`src/rtl/seq_alu.sv`:
```
// Sequential ALU: single-cycle ops finish one edge after capture; multiply/divide
// iterate one bit per cycle (WIDTH+1 edges). No backpressure: start is dropped unless idle.
module seq_alu #(
  parameter int WIDTH = 8
) (
  input  logic             clk,
  input  logic             rst_n,
  input  logic             start,
  input  logic [3:0]       sel,
  input  logic [WIDTH-1:0] a,
  input  logic [WIDTH-1:0] b,
  output logic [WIDTH-1:0] out,
  output logic [3:0]       flags,
  output logic             busy,
  output logic             done
);

  localparam int              M    = WIDTH - 1;
  localparam int              CW   = $clog2(WIDTH + 1);
  localparam logic [CW-1:0]   LAST = CW'(WIDTH);
  localparam logic [WIDTH-1:0] WMOD = WIDTH'(WIDTH);
  localparam logic [WIDTH:0]  ONE  = {{WIDTH{1'b0}}, 1'b1};

  typedef enum logic [1:0] {IDLE, ITER, FIN} state_t;

  state_t           state, state_nxt;
  logic             armed, pend, accept, sel_iter;
  logic [3:0]       opsel;
  logic [WIDTH-1:0] opa, opb, hi, lo;
  logic [CW-1:0]    cnt;

  // armed stays low for the first edge after reset release so a start there is dropped
  assign sel_iter = (sel == 4'd12) || (sel == 4'd13) || (sel == 4'd14);
  assign accept   = start && armed && (state == IDLE);

  always_ff @(posedge clk or negedge rst_n) begin
    if (!rst_n) state <= IDLE;
    else        state <= state_nxt;
  end

  always_comb begin
    state_nxt = state;
    case (state)
      IDLE:    if (accept && sel_iter) state_nxt = ITER;
      ITER:    if (cnt == LAST) state_nxt = FIN;
      FIN:     state_nxt = IDLE;
      default: state_nxt = IDLE;
    endcase
  end

  logic [WIDTH:0]   add_x, sub_x, inc_x, dec_x, shl_x, shr_x;
  logic [WIDTH-1:0] samt, rol, res;
  logic             res_c, res_v, res_wr;

  assign add_x = {1'b0, opa} + {1'b0, opb};
  assign sub_x = {1'b0, opa} - {1'b0, opb};
  assign inc_x = {1'b0, opa} + ONE;
  assign dec_x = {1'b0, opa} - ONE;
  assign samt  = opb % WMOD;
  // the extra bit on each side catches the last bit shifted out
  assign shl_x = {1'b0, opa} << samt;
  assign shr_x = {opa, 1'b0} >> samt;
  assign rol   = (opa << samt) | (opa >> (WMOD - samt));

  always_comb begin
    res    = opa;
    res_c  = 1'b0;
    res_v  = 1'b0;
    res_wr = 1'b1;
    case (opsel)
      4'd0:  res = opa;
      4'd1:  res = opa & opb;
      4'd2:  res = opa | opb;
      4'd3:  res = ~opa;
      4'd4: begin
        {res_c, res} = add_x;
        res_v = (opa[M] == opb[M]) && (add_x[M] != opa[M]);
      end
      4'd5: begin
        {res_c, res} = sub_x;
        res_v = (opa[M] != opb[M]) && (sub_x[M] != opa[M]);
      end
      4'd6: begin
        {res_c, res} = inc_x;
        res_v = !opa[M] && inc_x[M];
      end
      4'd7: begin
        {res_c, res} = dec_x;
        res_v = opa[M] && !dec_x[M];
      end
      4'd8:  res = opa ^ opb;
      4'd9:  {res_c, res} = shl_x;
      4'd10: {res, res_c} = shr_x;
      4'd11: res = rol;
      4'd15: begin
        {res_c, res} = sub_x;
        res_v  = (opa[M] != opb[M]) && (sub_x[M] != opa[M]);
        res_wr = 1'b0;
      end
      default: res_wr = 1'b0;
    endcase
  end

  // {hi,lo} is the shift-add product for multiply, {remainder,quotient} for divide
  logic [WIDTH:0]   mul_sum, div_sh, div_dif;
  logic             div_ge, ires_c;
  logic [WIDTH-1:0] ires;

  assign mul_sum = {1'b0, hi} + (lo[0] ? {1'b0, opb} : {(WIDTH+1){1'b0}});
  assign div_sh  = {hi, lo[M]};
  assign div_dif = div_sh - {1'b0, opb};
  assign div_ge  = !div_dif[WIDTH];
  assign ires    = (opsel == 4'd14) ? hi : lo;
  assign ires_c  = (opsel == 4'd12) ? (hi != '0) : (opb == '0);

  always_ff @(posedge clk or negedge rst_n) begin
    if (!rst_n) begin
      armed <= 1'b0;
      pend  <= 1'b0;
      opsel <= '0;
      opa   <= '0;
      opb   <= '0;
      hi    <= '0;
      lo    <= '0;
      cnt   <= '0;
      out   <= '0;
      flags <= '0;
      busy  <= 1'b0;
      done  <= 1'b0;
    end else begin
      armed <= 1'b1;
      done  <= 1'b0;
      pend  <= 1'b0;
      if (accept) begin
        opa   <= a;
        opb   <= b;
        opsel <= sel;
        pend  <= !sel_iter;
        hi    <= '0;
        lo    <= a;
        cnt   <= '0;
      end
      if (pend) begin
        done  <= 1'b1;
        flags <= {res[M], res == '0, res_c, res_v};
        if (res_wr) out <= res;
      end
      if (state == ITER) begin
        if (cnt != LAST) begin
          busy <= 1'b1;
          cnt  <= cnt + CW'(1);
          if (opsel == 4'd12) begin
            {hi, lo} <= {mul_sum, lo[M:1]};
          end else begin
            hi <= div_ge ? div_dif[M:0] : div_sh[M:0];
            lo <= {lo[M-1:0], div_ge};
          end
        end else begin
          busy  <= 1'b0;
          done  <= 1'b1;
          out   <= ires;
          flags <= {ires[M], ires == '0, ires_c, 1'b0};
        end
      end
    end
  end

endmodule
```
`config.mk`:
```
export PLATFORM = sky130hd
export DESIGN_NAME = seq_alu
export DESIGN_NICKNAME = d
export VERILOG_FILES = /design/src/rtl/seq_alu.sv
export SDC_FILE = /design/constraint.sdc
export NUM_CORES = 1
export LEC_CHECK = 0
export ABC_AREA = 1
export BUFFER_PORTS_ARGS = -buffer_cell sky130_fd_sc_hd__buf_2
export CAP_MARGIN = 20
export CORE_MARGIN = 4
export CORE_UTILIZATION = 45
export CTS_BUF_LIST = sky130_fd_sc_hd__clkbuf_16
export DETAILED_ROUTE_END_ITERATION = 7
export GPL_TIMING_DRIVEN = 0
export MAX_ROUTING_LAYER = met4
export PLACE_DENSITY_LB_ADDON = 0.25
export SYNTH_ARGS = -nofsm -noshare
export SYNTH_HDL_FRONTEND = slang
export SYNTH_SLANG_ARGS = --single-unit
```
`constraint.sdc`:
```
create_clock -name clk -period 4.94 [get_ports clk]
set_clock_uncertainty 0.1 [all_clocks]
set_input_delay 0.247 -clock clk [delete_from_list [all_inputs] [get_ports clk]]
set_output_delay 0.247 -clock clk [all_outputs]
set_load 0.03 [all_outputs]
```
==> metrics.md, run 1 <==
| Metric | Value |
|---|---|
| Run status | complete, no violations |
| Syn_area_per_cell | 6.33 um^2 |
| Post-synth top area cell | dfrtp_1 |
| Area contributors post-synth | dfrtp_1 24%, nand2_1 17%, ha_1 10%, nand3_1 7.2%, o21ai_0 6.6% |
| Die Wd | 124 um |
| Critical path endpoint category | flop |
| Worst R2R Start | opb[2] |
| Met2 wire length | 9370 um |
| Vias | 6,807 |
| Routed length per instance | 18.0 um |
| Hold EP | opb[0] |
| GR Overflow Total | 0 |
| Hold buffer count at CTS | 1 |
| FF+latch count, synth | 58 |
| Synthesized net count | 1,039 |
| Post-synth top area share | 0.238 |
| H-tree depth | 3 |
| Cells after Synth | 963 |
| Startpoint Class | flop |
| Routed Antenna Nets | 0 |
| Met3 WL | 1860 um |
| R2R Path End | flags[2] |
| Yosys warnings | 0 |
| Insertion delay to the later sink of the worst-skew pair | 0.34 ns |
| Area delta synth->final | 12.5% |
| Pre-CTS WS | 1.70 ns |
| Post-DR vias/cell | 5.71 |
| Clock sink total | 58 |
| Final WS setup | 1.65 ns |
| Beginning of the worst hold path | b[0] |
| Number of cell rows | 42 |
| Post-route minimum period | 3.29 ns |
| Root Driver | clkbuf_16 |
| Critical path fanouts, max | 12 |
| RSZ-0062 raised after global routing | no |
| Hold Path Class | in2reg |
| CTS buffer count | 9 |
| Inserted Diodes | 0 |
| Post-DP Area | 6520 um^2 |
| Final Cycle Share | 0.667 |
| Max-slew violation count | 0 |
| Tot GR Track Use | 0.283 |
| Final TNS setup | 0 ns |
| TritonCTS clock tree | built |
| Routed WL | 21,500 um |
| Hold Path Stages | 3 |
| Die height | 124 um |
| Worst endpoint required time | 5.11 ns |
| Buffers on Ports | 36 |
| Fin. Hold Viols | 0 |
| Initial Utilization | 0.461 |
| First-pass GRT wire length | 33,800 um |
| Total die area | 15,500 um^2 |
| Measured slew at the worst slew-check pin | 0.750 ns |
| R2R Setup Slk | 1.65 ns |
| Vias in the first global route | 6,221 |
| Final Cell Area | 6860 um^2 |
| Postcts setup bufs | 0 |
| Critical path class | reg2reg |
| Nets@finish | 1,088 |
| Synthesized area | 6100 um^2 |
| Detailed placement HPWL | 17,200 um |
| Setup violators final | 0 |
| IO Pins | 37 |
| Top Metal Used | met4 |
| EDFF count, synth | 0 |
| Highest clock rate | 304 MHz |
| Post-CTS sizing | 0 |
| Met1 Wirelength | 9670 um |
| Core Box Area | 13,200 um^2 |
| Layout cells sized above 1 | 0.103 |
| First-pass iteration count of the detailed router | 5 |
| Relative slew slack | 0.500 |
| Final core occ | 0.518 |
| Reg clk slew, reported paths | 0.05 ns |
| Initial antenna violation count | 0 |
| Number of remaining DRC errors | 0 |
| Most used DFF post-synth | dfrtp_1 |
| Largest net degree at the start of global routing | 35 |
| Reg2reg path depth | 17 |
| CTS max path bufs | 2 |
| 1st-iter DRT viols | 643 |
| Library cells used by synthesis | 50 |
| Ys async rst share | 1.00 |
| # fillers | 1,433 |
| GPL Wtd Cong | 1.03 |
| Max Cap Violations | 0 |
| Sequential area share after synthesis | 0.238 |
| Critical Path AT | 3.47 ns |
## logic make-up (layout without fill, tap and decap cells)
kind of cell | count (synthesis) | in the layout | share of synthesized area
simple gates | 513 | 513 | 0.366
compound gates | 176 | 176 | 0.160
buf+inv | 146 | 200 | 0.0976
flops | 58 | 58 | 0.238
fa+ha+maj | 53 | 53 | 0.114
xor+xnor | 16 | 16 | 0.0242
other cells | 1 | 1 | 0.000615
## area by class of cell
| cell class | instances | area, um^2 | area share |
|---|---|---|---|
| flip-flops and latches | 58 | 1450 | 0.211 |
| inverters | 118 | 443 | 0.0645 |
| repair buffers | 38 | 210 | 0.0306 |
| well taps | 176 | 220 | 0.0321 |
| multi-input cells | 759 | 4050 | 0.591 |
| clock inverters | 7 | 108 | 0.0157 |
| clock buffers | 9 | 225 | 0.0328 |
| plain buffers | 28 | 153 | 0.0222 |
## through the flow
| stage | std cells | hold WS, ns |
|---|---|---|
| floorplan | 963 | -0.149 |
| global placement | 1175 | 0.356 |
| detailed placement | 1176 | 0.192 |
| CTS | 1193 | 0.0179 |
| global route | 1193 | 0.0397 |
| finish | 1193 | 0.0261 |
## how the worst max path moves through the flow
stage,start,to,slack (ns)
finish,opb[2],flags[2],1.65
detailed placement,opb[2],flags[2],1.70
global route,opb[2],flags[2],1.42
global placement,opb[2],flags[2],1.69
floorplan,opb[1],out[5],2.53
CTS,opb[2],flags[2],1.67
## worst max-delay path, stage by stage (launching register included)
cell	delay [ns]
dfrtp_1	0.44
inv_1	0.22
clkbuf_1	0.61
ha_1	0.40
buf_6	0.16
inv_1	0.11
nand3_1	0.08
nand2_1	0.09
a21oi_1	0.06
o21ai_1	0.14
nand2_1	0.07
nor2_1	0.21
nand2_1	0.13
nand2_1	0.08
nand2_1	0.05
nor2_1	0.12
nand4_1	0.09
nand2_1	0.06
## cells in the final DEF, fill, tap and decap left out, drive strengths merged, types with 2 or more instances in the layout
| cell type | instances |
|---|---|
| bufinv | 3 |
| xor2 | 8 |
| o211ai | 6 |
| clkinv | 7 |
| nand3b | 5 |
| or2 | 5 |
| a31oi | 6 |
| nor3 | 9 |
| dfrtp | 58 |
| a21oi | 48 |
| xnor2 | 8 |
| nand3 | 89 |
| fa | 4 |
| a211oi | 2 |
| o22ai | 9 |
| buf | 50 |
| nand2 | 290 |
| nor4 | 4 |
| inv | 115 |
| nand4 | 23 |
| o21ai | 91 |
| a22oi | 2 |
| clkbuf | 24 |
| ha | 49 |
| o21a | 2 |
| nor2 | 88 |
## metal layers
metal	up-vias	track usage
met4	0	0.0948
met3	44	0.0519
met1	3153	0.393
li1	3281	-
met2	329	0.415
met5	-	-
## flip-flops by register name (all words and copies together) (netlist names)
register and count:
pend 1, done 1, flags 4, opsel 4, hi 8, busy 1, lo 8, opb 8
cnt 4, out 8, armed 1, opa 8, state 2
## synthesized netlist by cell type (3+ instances only)
cell type,count
nand2_1,279
inv_1,106
nand3_1,88
o21ai_0,81
nor2_1,80
dfrtp_1,58
ha_1,49
a21oi_1,48
nand4_1,23
clkbuf_1,13
nand2_2,10
inv_2,9
o22ai_1,9
xnor2_1,8
nor3_1,7
o21ai_1,7
xor2_1,7
a31oi_1,6
buf_2,6
nor2_2,6
o211ai_1,6
nand3b_1,5
or2_2,5
buf_6,4
fa_1,4
nor4_1,4
clkinv_1,3
o21ai_2,3
Power of run 1 is not shown: default switching activity piles up to over one toggle a cycle in this logic, so the estimate is an artifact.
==> run 2: changes to the inputs <==
clock period = 3.34 ns   (was 4.94 ns; I/O delays follow)
==> run 2 against run 1 <==
Critical path depth down 1. Sequential share of layout area down 0.45 points. Final area up 2.3%. Count of clock-buffer cells in the layout unchanged. Routed wire length up 0.23%. Non-clock buffer count up 15. Largest cell class unchanged. Worst hold slack better by 0.0089 ns. Register-to-register slack worse by 1.4 ns. Setup slack worse by 1.4 ns. First-iteration DRC count down 0.31%. Utilization up 1.2 points.
==> metrics.md, run 2 (synthesis gave the netlist of run 1 again) <==
| Metric | Value |
|---|---|
| Run status | complete, no violations |
| Critical path class | reg2reg |
| Final Cycle Share | 0.918 (+0.252) |
| Number of cell rows | 42 (unchanged) |
| Max Cap Violations | 0 (unchanged) |
| Total die area | 15,500 um^2 (unchanged) |
| Worst endpoint required time | 3.46 ns (-1.65 ns) |
| First-pass iteration count of the detailed router | 6 (+1) |
| Post-DR vias/cell | 5.65 (-0.94%) |
| Area delta synth->final | 15.1% |
| Final Power | 0.00864 W |
| Power density over the cells | 1230 nW/um^2 |
| Critical Path AT | 3.19 ns (-0.28 ns) |
| Number of remaining DRC errors | 0 (unchanged) |
| RSZ-0062 raised after global routing | no |
| GR Overflow Total | 0 (unchanged) |
| IO Pins | 37 (unchanged) |
| First-pass GRT wire length | 33,900 um (+0.55%) |
| Routed length per instance | 17.9 um (-1.0%) |
| Startpoint Class | flop |
| Final TNS setup | 0 ns (unchanged) |
| Most frequent cells in the layout | 279 x nand2_1, 106 x inv_1, 88 x nand3_1 |
| Routed Antenna Nets | 0 (unchanged) |
| Insertion delay to the later sink of the worst-skew pair | 0.34 ns (about the same) |
| Highest clock rate | 326 MHz (+7.4%) |
| Tot GR Track Use | 0.284 (+0.00130) |
| Critical path fanouts, max | 13 (+1) |
| Leakage Power | 3.62 nW |
| Detailed placement HPWL | 17,200 um (unchanged) |
| Hold Path Class | in2reg |
| Vias | 6,828 (+0.31%) |
| VDD IR max | 0.482 mV |
| Measured slew at the worst slew-check pin | 0.687 ns (-0.0628 ns) |
| Critical path endpoint category | flop |
| Clock sink total | 58 (unchanged) |
| Fin. Hold Viols | 0 (unchanged) |
| Relative slew slack | 0.540 (+0.0402) |
| Setup violators final | 0 (unchanged) |
| Die Wd | 124 um (unchanged) |
| Reg clk slew, reported paths | 0.05 ns (about the same) |
| Initial antenna violation count | 0 (unchanged) |
| Post-route minimum period | 3.07 ns (-0.227 ns) |
| Max-slew violation count | 0 (unchanged) |
| Layout cells sized above 1 | 0.107 (+0.00334) |
| H-tree depth | 3 (unchanged) |
| TritonCTS clock tree | built |
| Root Driver | clkbuf_16 |
| Routed WL | 21,600 um (+0.23%) |
| Buffers on Ports | 36 (unchanged) |
| 1st-iter DRT viols | 641 (-0.31%) |
| CTS buffer count | 9 (unchanged) |
| Die height | 124 um (unchanged) |
| Nets@finish | 1,103 (+1.4%) |
| Largest net degree at the start of global routing | 35 (unchanged) |
| Inserted Diodes | 0 (unchanged) |
| CTS max path bufs | 2 (unchanged) |
| GPL Wtd Cong | 1.03 (unchanged) |
| Core Box Area | 13,200 um^2 (unchanged) |
| Initial Utilization | 0.461 (unchanged) |
| Commonest non-fill, non-tap cell in the layout | nand2_1 |
| Vias in the first global route | 6,264 (+0.69%) |
| Final core occ | 0.530 (+0.0118) |
## run 2: area by class of cell
| class | count | area [um^2] |
|---|---|---|
| multi-input combinational | 759 | 4050 |
| clock inverter | 7 | 108 |
| timing repair buffer | 54 | 363 |
| sequential | 58 | 1450 |
| fill | 1411 | 6220 |
| tap | 176 | 220 |
| inverter | 118 | 447 |
| buffer | 27 | 151 |
| clock buffer | 9 | 225 |
## run 2: timing repair
action                                  4_1_cts  5_1_grt
setup buffers                                 0        3
hold buffers                                 14        0
endpoints found under the hold margin        37        0
endpoints found under the setup margin        0        8
gates resized for setup                       0        3
## run 2: critical path: stages (launching register included)
cell and delay, ns:
dfrtp_2 0.50, buf_6 0.19, inv_2 0.08, clkbuf_4 0.28
ha_1 0.27, buf_2 0.18, inv_1 0.23, nand3_1 0.14
nand2_1 0.08, nor2_1 0.04, o21ai_0 0.28, o21ai_1 0.12
inv_1 0.07, nand3_1 0.08, nand2_1 0.09, nor2_1 0.05
o21a_1 0.17
## run 2: power by group
group / internal [W] / switching [W]
sequential: 0.00103 / 0.000439
clock: 0.000720 / 0.000333
combinational: 0.00198 / 0.00414
total: 0.00373 / 0.00491
## run 2: final timing paths
kind | startpoint | end | slack (ns) | cells after the start
min in group asynchronous | rst_n | out[1] | 0.28 | 2
max in group asynchronous | rst_n | opb[1] | 2.23 | 3
max reg2reg | opb[1] | out[5] | 0.27 | 16
min | a[3] | opa[3] | 0.03 | 3
min reg2reg | flags[0] | flags[0] | 0.38 | 2
max | opb[1] | out[5] | 0.27 | 16
## run 2: layer usage
metal  track usage  vias to the layer above  routed length [um]
li1              -                     3315                   -
met5             -                        -                   0
met1         0.393                     3182                9700
met4        0.0948                        0                 632
met2         0.420                      286                9500
met3        0.0519                       45                1740
## run 2: stage by stage
stage               cells  cell area, um^2  setup WS (ns)  hold WS [ns]
floorplan             963             6100          0.928        -0.229
global placement     1175             6500         0.0916         0.276
detailed placement   1176             6520         0.0953         0.112
CTS                  1206             6990         0.0700        0.0150
global route         1208             7020         0.0523        0.0359
finish               1208             7020          0.273        0.0350
No activity file was read; power rests on OpenSTA's default activity.
